## config.mk

```make
export PLATFORM = sky130hd
export DESIGN_NAME = btn_conditioner
export DESIGN_NICKNAME = d
export VERILOG_FILES = /design/src/rtl/btn_pkg.sv /design/src/rtl/btn_debounce_ch.sv /design/src/rtl/btn_conditioner.sv
export SDC_FILE = /design/constraint.sdc
export NUM_CORES = 1
export LEC_CHECK = 0
export ABC_CLOCK_PERIOD_IN_PS = 2600
export BUFFER_PORTS_ARGS = -buffer_cell sky130_fd_sc_hd__buf_2
export CAP_MARGIN = 10
export CORE_MARGIN = 2
export CORE_UTILIZATION = 55
export CTS_CLUSTER_SIZE = 40
export DETAILED_ROUTE_END_ITERATION = 8
export GPL_TIMING_DRIVEN = 0
export PLACE_DENSITY = 0.81
export RECOVER_POWER = 25
export SYNTH_ARGS = -nofsm -noshare
export SYNTH_HDL_FRONTEND = slang
export SYNTH_SLANG_ARGS = --single-unit
```

## constraint.sdc

```tcl
create_clock -name CLK100MHZ -period 2.6 [get_ports CLK100MHZ]
set_clock_uncertainty 0.2 [all_clocks]
set_input_delay 0.26 -clock CLK100MHZ [delete_from_list [all_inputs] [get_ports CLK100MHZ]]
set_output_delay 0.26 -clock CLK100MHZ [all_outputs]
set_load 0.05 [all_outputs]
```

## src/rtl/btn_pkg.sv

```systemverilog
// Shared types and default timing for the push-button conditioner.
// Constants assume a 100 MHz core clock.
package btn_pkg;

    typedef enum logic [1:0] {
        S_LOW       = 2'd0,
        S_RISE_WAIT = 2'd1,
        S_HIGH      = 2'd2,
        S_FALL_WAIT = 2'd3
    } btn_state_t;

    localparam int DEBOUNCE_10MS = 1_000_000;
    localparam int LONG_1S       = 100_000_000;

endpackage

```

## src/rtl/btn_debounce_ch.sv

```systemverilog
// One button: 2-FF sync, counter debounce FSM, registered level and rise/fall/long pulses.
// Latency DEBOUNCE_CYCLES+2 cycles after sync capture; no backpressure, pulses are fire-and-forget.
module btn_debounce_ch
    import btn_pkg::*;
#(
    parameter int DEBOUNCE_CYCLES   = DEBOUNCE_10MS,
    parameter int LONG_PRESS_CYCLES = LONG_1S
) (
    input  logic CLK100MHZ,
    input  logic rst_n,
    input  logic btn,
    output logic level,
    output logic rise_pulse,
    output logic fall_pulse,
    output logic long_pulse
);

    localparam int CW = $clog2(LONG_PRESS_CYCLES);
    localparam logic [CW-1:0] DB_LAST   = CW'(DEBOUNCE_CYCLES - 1);
    localparam logic [CW-1:0] HOLD_LAST = CW'(LONG_PRESS_CYCLES - 1);

    logic          sync_ff1;
    logic          sync_ff2;
    btn_state_t    state;
    logic [CW-1:0] cnt;
    logic [CW-1:0] hold_cnt;
    logic          long_done;

    always_ff @(posedge CLK100MHZ or negedge rst_n) begin
        if (!rst_n) begin
            sync_ff1 <= 1'b0;
            sync_ff2 <= 1'b0;
        end else begin
            sync_ff1 <= btn;
            sync_ff2 <= sync_ff1;
        end
    end

    always_ff @(posedge CLK100MHZ or negedge rst_n) begin
        if (!rst_n) begin
            state      <= S_LOW;
            cnt        <= '0;
            hold_cnt   <= '0;
            long_done  <= 1'b0;
            level      <= 1'b0;
            rise_pulse <= 1'b0;
            fall_pulse <= 1'b0;
            long_pulse <= 1'b0;
        end else begin
            rise_pulse <= 1'b0;
            fall_pulse <= 1'b0;
            long_pulse <= 1'b0;
            case (state)
                S_LOW: begin
                    if (sync_ff2) begin
                        state <= S_RISE_WAIT;
                        cnt   <= '0;
                    end
                end
                S_RISE_WAIT: begin
                    if (!sync_ff2) begin
                        state <= S_LOW;
                    end else if (cnt == DB_LAST) begin
                        state      <= S_HIGH;
                        level      <= 1'b1;
                        rise_pulse <= 1'b1;
                        cnt        <= '0;
                        hold_cnt   <= '0;
                        long_done  <= 1'b0;
                    end else begin
                        cnt <= cnt + 1'b1;
                    end
                end
                S_HIGH: begin
                    // hold_cnt survives a release bounce so long-press timing is not restarted
                    if (!sync_ff2) begin
                        state <= S_FALL_WAIT;
                        cnt   <= '0;
                    end else if (hold_cnt < HOLD_LAST) begin
                        hold_cnt <= hold_cnt + 1'b1;
                    end else if (!long_done) begin
                        long_pulse <= 1'b1;
                        long_done  <= 1'b1;
                    end
                end
                S_FALL_WAIT: begin
                    if (sync_ff2) begin
                        state <= S_HIGH;
                    end else if (cnt == DB_LAST) begin
                        state      <= S_LOW;
                        level      <= 1'b0;
                        fall_pulse <= 1'b1;
                        cnt        <= '0;
                        hold_cnt   <= '0;
                        long_done  <= 1'b0;
                    end else begin
                        cnt <= cnt + 1'b1;
                    end
                end
                default: state <= S_LOW;
            endcase
        end
    end

endmodule

```

## src/rtl/btn_conditioner.sv

```systemverilog
// N_BTN independent debounced button channels with level and rise/fall/long pulses.
// Latency DEBOUNCE_CYCLES+3 edges from first sampling edge; no backpressure.
module btn_conditioner
    import btn_pkg::*;
#(
    parameter int N_BTN             = 4,
    parameter int DEBOUNCE_CYCLES   = DEBOUNCE_10MS,
    parameter int LONG_PRESS_CYCLES = LONG_1S
) (
    input  logic             CLK100MHZ,
    input  logic             rst_n,
    input  logic [N_BTN-1:0] btn,
    output logic [N_BTN-1:0] level,
    output logic [N_BTN-1:0] rise_pulse,
    output logic [N_BTN-1:0] fall_pulse,
    output logic [N_BTN-1:0] long_pulse
);

    for (genvar g = 0; g < N_BTN; g++) begin : g_ch
        btn_debounce_ch #(
            .DEBOUNCE_CYCLES  (DEBOUNCE_CYCLES),
            .LONG_PRESS_CYCLES(LONG_PRESS_CYCLES)
        ) u_ch (
            .CLK100MHZ (CLK100MHZ),
            .rst_n     (rst_n),
            .btn       (btn[g]),
            .level     (level[g]),
            .rise_pulse(rise_pulse[g]),
            .fall_pulse(fall_pulse[g]),
            .long_pulse(long_pulse[g])
        );
    end

endmodule
```

==> results.cfg <==
[power_and_ir_drop]
powerDensity_nw_per_um2 = 540
p_leak_nw = 6.59
vdd_ir_drop_max_v = 0.000566
post_layout_total_power_mw = 8.58

[sta]
timing.max_slew.rel_slack_pct = 40.9
hold_slack_ns = 0.152
fin_max_slew_vios = 0
final_period_utilization_pct = 98.3
fin_crit_ns = 2.56
timing.fmax_ghz = 0.391
transition_time_of_the_tightest_slew_check_pin_ns = 0.887
final_critical_path_setup_slack_ns = 0.0435
setup_viol_count_final = 0
report.final.hold_viol_count = 0

[floorplan]
io-pin-count = 22
dieHeight_um = 162
initial_core_utilization_pct = 56.1
coreArea_um2 = 24400
dieWidth_um = 162
core.rowCount = 57
die_area_um2 = 26200

[final_layout]
nNetsFinal = 1638
antenna_diode_instance_count = 0
fin_cells = 1970
final_layout_size_suffix_gt1_share_pct = 11.8
synthToLayoutAreaGrowth_pct = 16.0
post-route-cell-area_um2 = 15900
n_fill_cell = 1942

[global_route]
grt_usage_pct = 25.2
grt_antenna_before_repair = 0
grt.overflow.total = 0
grt_max_degree = 119
first_global_vias = 11900
grt_first_pass_wirelength_um = 56400

[setup_path]
worstPathMaxFanout = 5
worst_path_bufs_invs = 1
crit_arrival_ns = 2.83
worst-path-stages = 8
worstPathCellList = ha_4 > and4_4 > nand2_2 > or4_4 > o21a_1 > buf_6 > or4_4 > o21ai_2
startpoint_type = register
crit_end_element = register
criticalPathCategory = reg -> reg
crit_required_ns = 2.88
crit_top_cell = sky130_fd_sc_hd__or4_4
worst_path_dominant_cell_family = simple AND/OR/NAND/NOR gates
worst_path_largest_cell_delay_ns = 0.50
slowest_stage = sky130_fd_sc_hd__or4_4
ff2ff_path_depth = 8

[routing]
wl_per_cell_um = 17.1
detail_route.iter0.violations = 1211
detailroute.wirelength.met2_um = 16400
wl_um = 33800
drt_drc_violations_left = 0
viasPerCell = 6.42
postRouteAntennaNets = 0
route.met3.wl_um = 1930
route.top_layer_used = met4
dr_total_vias = 12600
wl_met1_um = 14800
dr.pass1.iters = 6

[yosys]
synth_edf_count = 0
ys_ff_latch = 252
post_synth_inst_count = 1557
synth_sequential_area_ratio_pct = 46.1
post_synth_instance_area_um2 = 13700
syn-mean-instance-area_um2 = 8.79
postSynth.asyncResetShare_pct = 100
synthFlopType = sky130_fd_sc_hd__dfrtp_1
post_synth_num_cell_types = 61
synth-warning-count = 0
number_of_nets_in_the_synthesized_netlist = 1571

[clocking]
cts_htree_levels = 1
clock_sinks = 252
max-clock-path-buffers = 3
cts_root_buf = sky130_fd_sc_hd__clkbuf_16
cts_made_buffers = 28
worstSkewPairLatency_ns = 0.55
clk_pin_slew_worst_paths_ns = 0.06
cts_tree = built

[run]
max_cap_violations = 0

[place]
place.detailed.hpwl_um = 21000
place.detailed.instances = 1904
place_area_um2 = 14300
port_buffers = 21
place_ws_ns = -0.582
gp_congestion = 0.929

[hold_path]
hold-path-cell-count = 0
holdCritPathClass = reg -> reg

[status]
run_status = completed
-- cells by family (layout without fill, tap and decap cells) --
kind of cell	Yosys count	after routing	share of synthesized area, %
adder cells (fa/ha/maj)	8	8	0.731
AO/OA/AOI/OAI	395	395	18.3
buffers and inverters	124	213	4.09
AND/OR/NAND/NOR	715	715	26.6
multiplexers	17	17	1.28
flip-flops	252	252	46.1
XOR/XNOR	46	46	2.94
-- per-stage QoR --
stage               utilization [%]  setup TNS, ns
global placement               58.2        -910.60
global route                   65.1         -0.448
detailed placement             58.5         -53.00
CTS                            63.9       -0.00319
finish                         65.1              0
floorplan                         -              0
-- layer usage --
layer	global-route usage [%]	up-vias
met3	3.42	62
met1	34.5	6183
met5	0	-
met2	42.0	469
li1	-	5926
met4	7.72	0
-- final cells by class --
type | instances | area [µm²] | area share (%)
Buffer | 83 | 480 | 3.03
Tap cell | 324 | 405 | 2.55
Multi-Input combinational cell | 1181 | 7210 | 45.4
Clock inverter | 15 | 211 | 1.33
Sequential cell | 252 | 6310 | 39.7
Clock buffer | 37 | 796 | 5.01
Inverter | 24 | 90.1 | 0.567
Timing Repair Buffer | 54 | 382 | 2.40
-- worst reg2reg max path, delay by kind of cell, from the launching register on --
family | cells | cell delay (ns)
buffers and inverters | 1 | 0.14
AO/OA/AOI/OAI | 2 | 0.29
AND/OR/NAND/NOR | 4 | 1.25
adder cells (fa/ha/maj) | 1 | 0.18
flip-flops | 1 | 0.42
-- what timing repair did --
action,4_1_cts,5_1_grt
endpoints found under the hold margin,256,0
gates cloned,0,1
buffers inserted,11,12
setup endpoints to repair,175,172
resized for setup,55,79
pin swaps,6,15
hold buffers,7,0
-- synth_stat cells (14+ instances only) --
library cell,count,area (µm²)
sky130_fd_sc_hd__nor2_1,111,417
sky130_fd_sc_hd__a21oi_1,60,300
sky130_fd_sc_hd__nor3_1,46,230
sky130_fd_sc_hd__and4_1,19,166
sky130_fd_sc_hd__xor2_1,27,236
sky130_fd_sc_hd__clkbuf_1,65,244
sky130_fd_sc_hd__o21ai_0,118,591
sky130_fd_sc_hd__a31oi_1,87,544
sky130_fd_sc_hd__xnor2_1,19,166
sky130_fd_sc_hd__nand3_1,106,531
sky130_fd_sc_hd__nand2_1,205,769
sky130_fd_sc_hd__nor4_1,26,163
sky130_fd_sc_hd__a32oi_1,14,123
sky130_fd_sc_hd__nand4_1,48,300
sky130_fd_sc_hd__buf_2,15,75.1
sky130_fd_sc_hd__nand2b_1,25,156
sky130_fd_sc_hd__a41oi_1,14,123
sky130_fd_sc_hd__o31ai_1,35,263
sky130_fd_sc_hd__and3_1,47,294
sky130_fd_sc_hd__buf_4,16,120
sky130_fd_sc_hd__dfrtp_1,252,6310
sky130_fd_sc_hd__inv_1,24,90.1
sky130_fd_sc_hd__and2_1,15,93.8
-- cell usage in the layout (no fill, tap or decap), drive strengths merged, types with 8 or more instances in the layout --
cell | synthesis | final
clkbuf | 65 | 101
nand4 | 48 | 48
nor2 | 111 | 111
dfrtp | 252 | 252
nand3 | 106 | 106
o41ai | 8 | 8
a31oi | 87 | 87
nand2b | 25 | 25
a32oi | 14 | 14
and3 | 47 | 47
nor3b | 9 | 9
a41oi | 14 | 14
inv | 24 | 25
nor3 | 47 | 47
xnor2 | 19 | 19
xor2 | 27 | 27
nor2b | 12 | 12
nor4b | 10 | 10
mux2i | 13 | 13
or3 | 13 | 13
o31ai | 35 | 35
nand2 | 205 | 205
nor4 | 26 | 26
and4 | 19 | 19
a21oi | 60 | 60
ha | 8 | 8
o21ai | 119 | 119
and2 | 15 | 15
buf | 35 | 66
or4 | 10 | 10
-- path summary, 6_finish.rpt --
check | slack, ns | endpoint | start
hold / removal | 0.15 | g_ch[2].u_ch.sync_ff2$_DFF_PN0_ | g_ch[2].u_ch.sync_ff1$_DFF_PN0_
setup reg to reg | 0.04 | g_ch[2].u_ch.hold_cnt[22]$_DFFE_PN0P_ | g_ch[2].u_ch.cnt[0]$_DFFE_PN0P_
setup / recovery | 0.04 | g_ch[2].u_ch.hold_cnt[22]$_DFFE_PN0P_ | g_ch[2].u_ch.cnt[0]$_DFFE_PN0P_
min in group asynchronous | 0.50 | g_ch[3].u_ch.cnt[16]$_DFFE_PN0P_ | rst_n
hold reg to reg | 0.15 | g_ch[2].u_ch.sync_ff2$_DFF_PN0_ | g_ch[2].u_ch.sync_ff1$_DFF_PN0_
max in group asynchronous | 0.55 | g_ch[3].u_ch.cnt[9]$_DFFE_PN0P_ | rst_n
-- registers in the layout (all words and copies together) (netlist names), named ones only --
register,count
g_ch.u_ch.level,4
g_ch.u_ch.long_pulse,4
g_ch.u_ch.hold_cnt,108
g_ch.u_ch.cnt,108
g_ch.u_ch.rise_pulse,4
g_ch.u_ch.fall_pulse,4
g_ch.u_ch.state,4
g_ch.u_ch.long_done,4
g_ch.u_ch.sync_ff2,4
g_ch.u_ch.sync_ff1,4
-- power breakdown --
group	leakage [nW]	internal, mW	total (mW)	switching, mW
logic	2.61	0.0926	0.292	0.200
registers	3.48	3.96	4.00	0.0399
clock network	0.490	2.65	4.29	1.64
(Power assumes the default switching activity.)
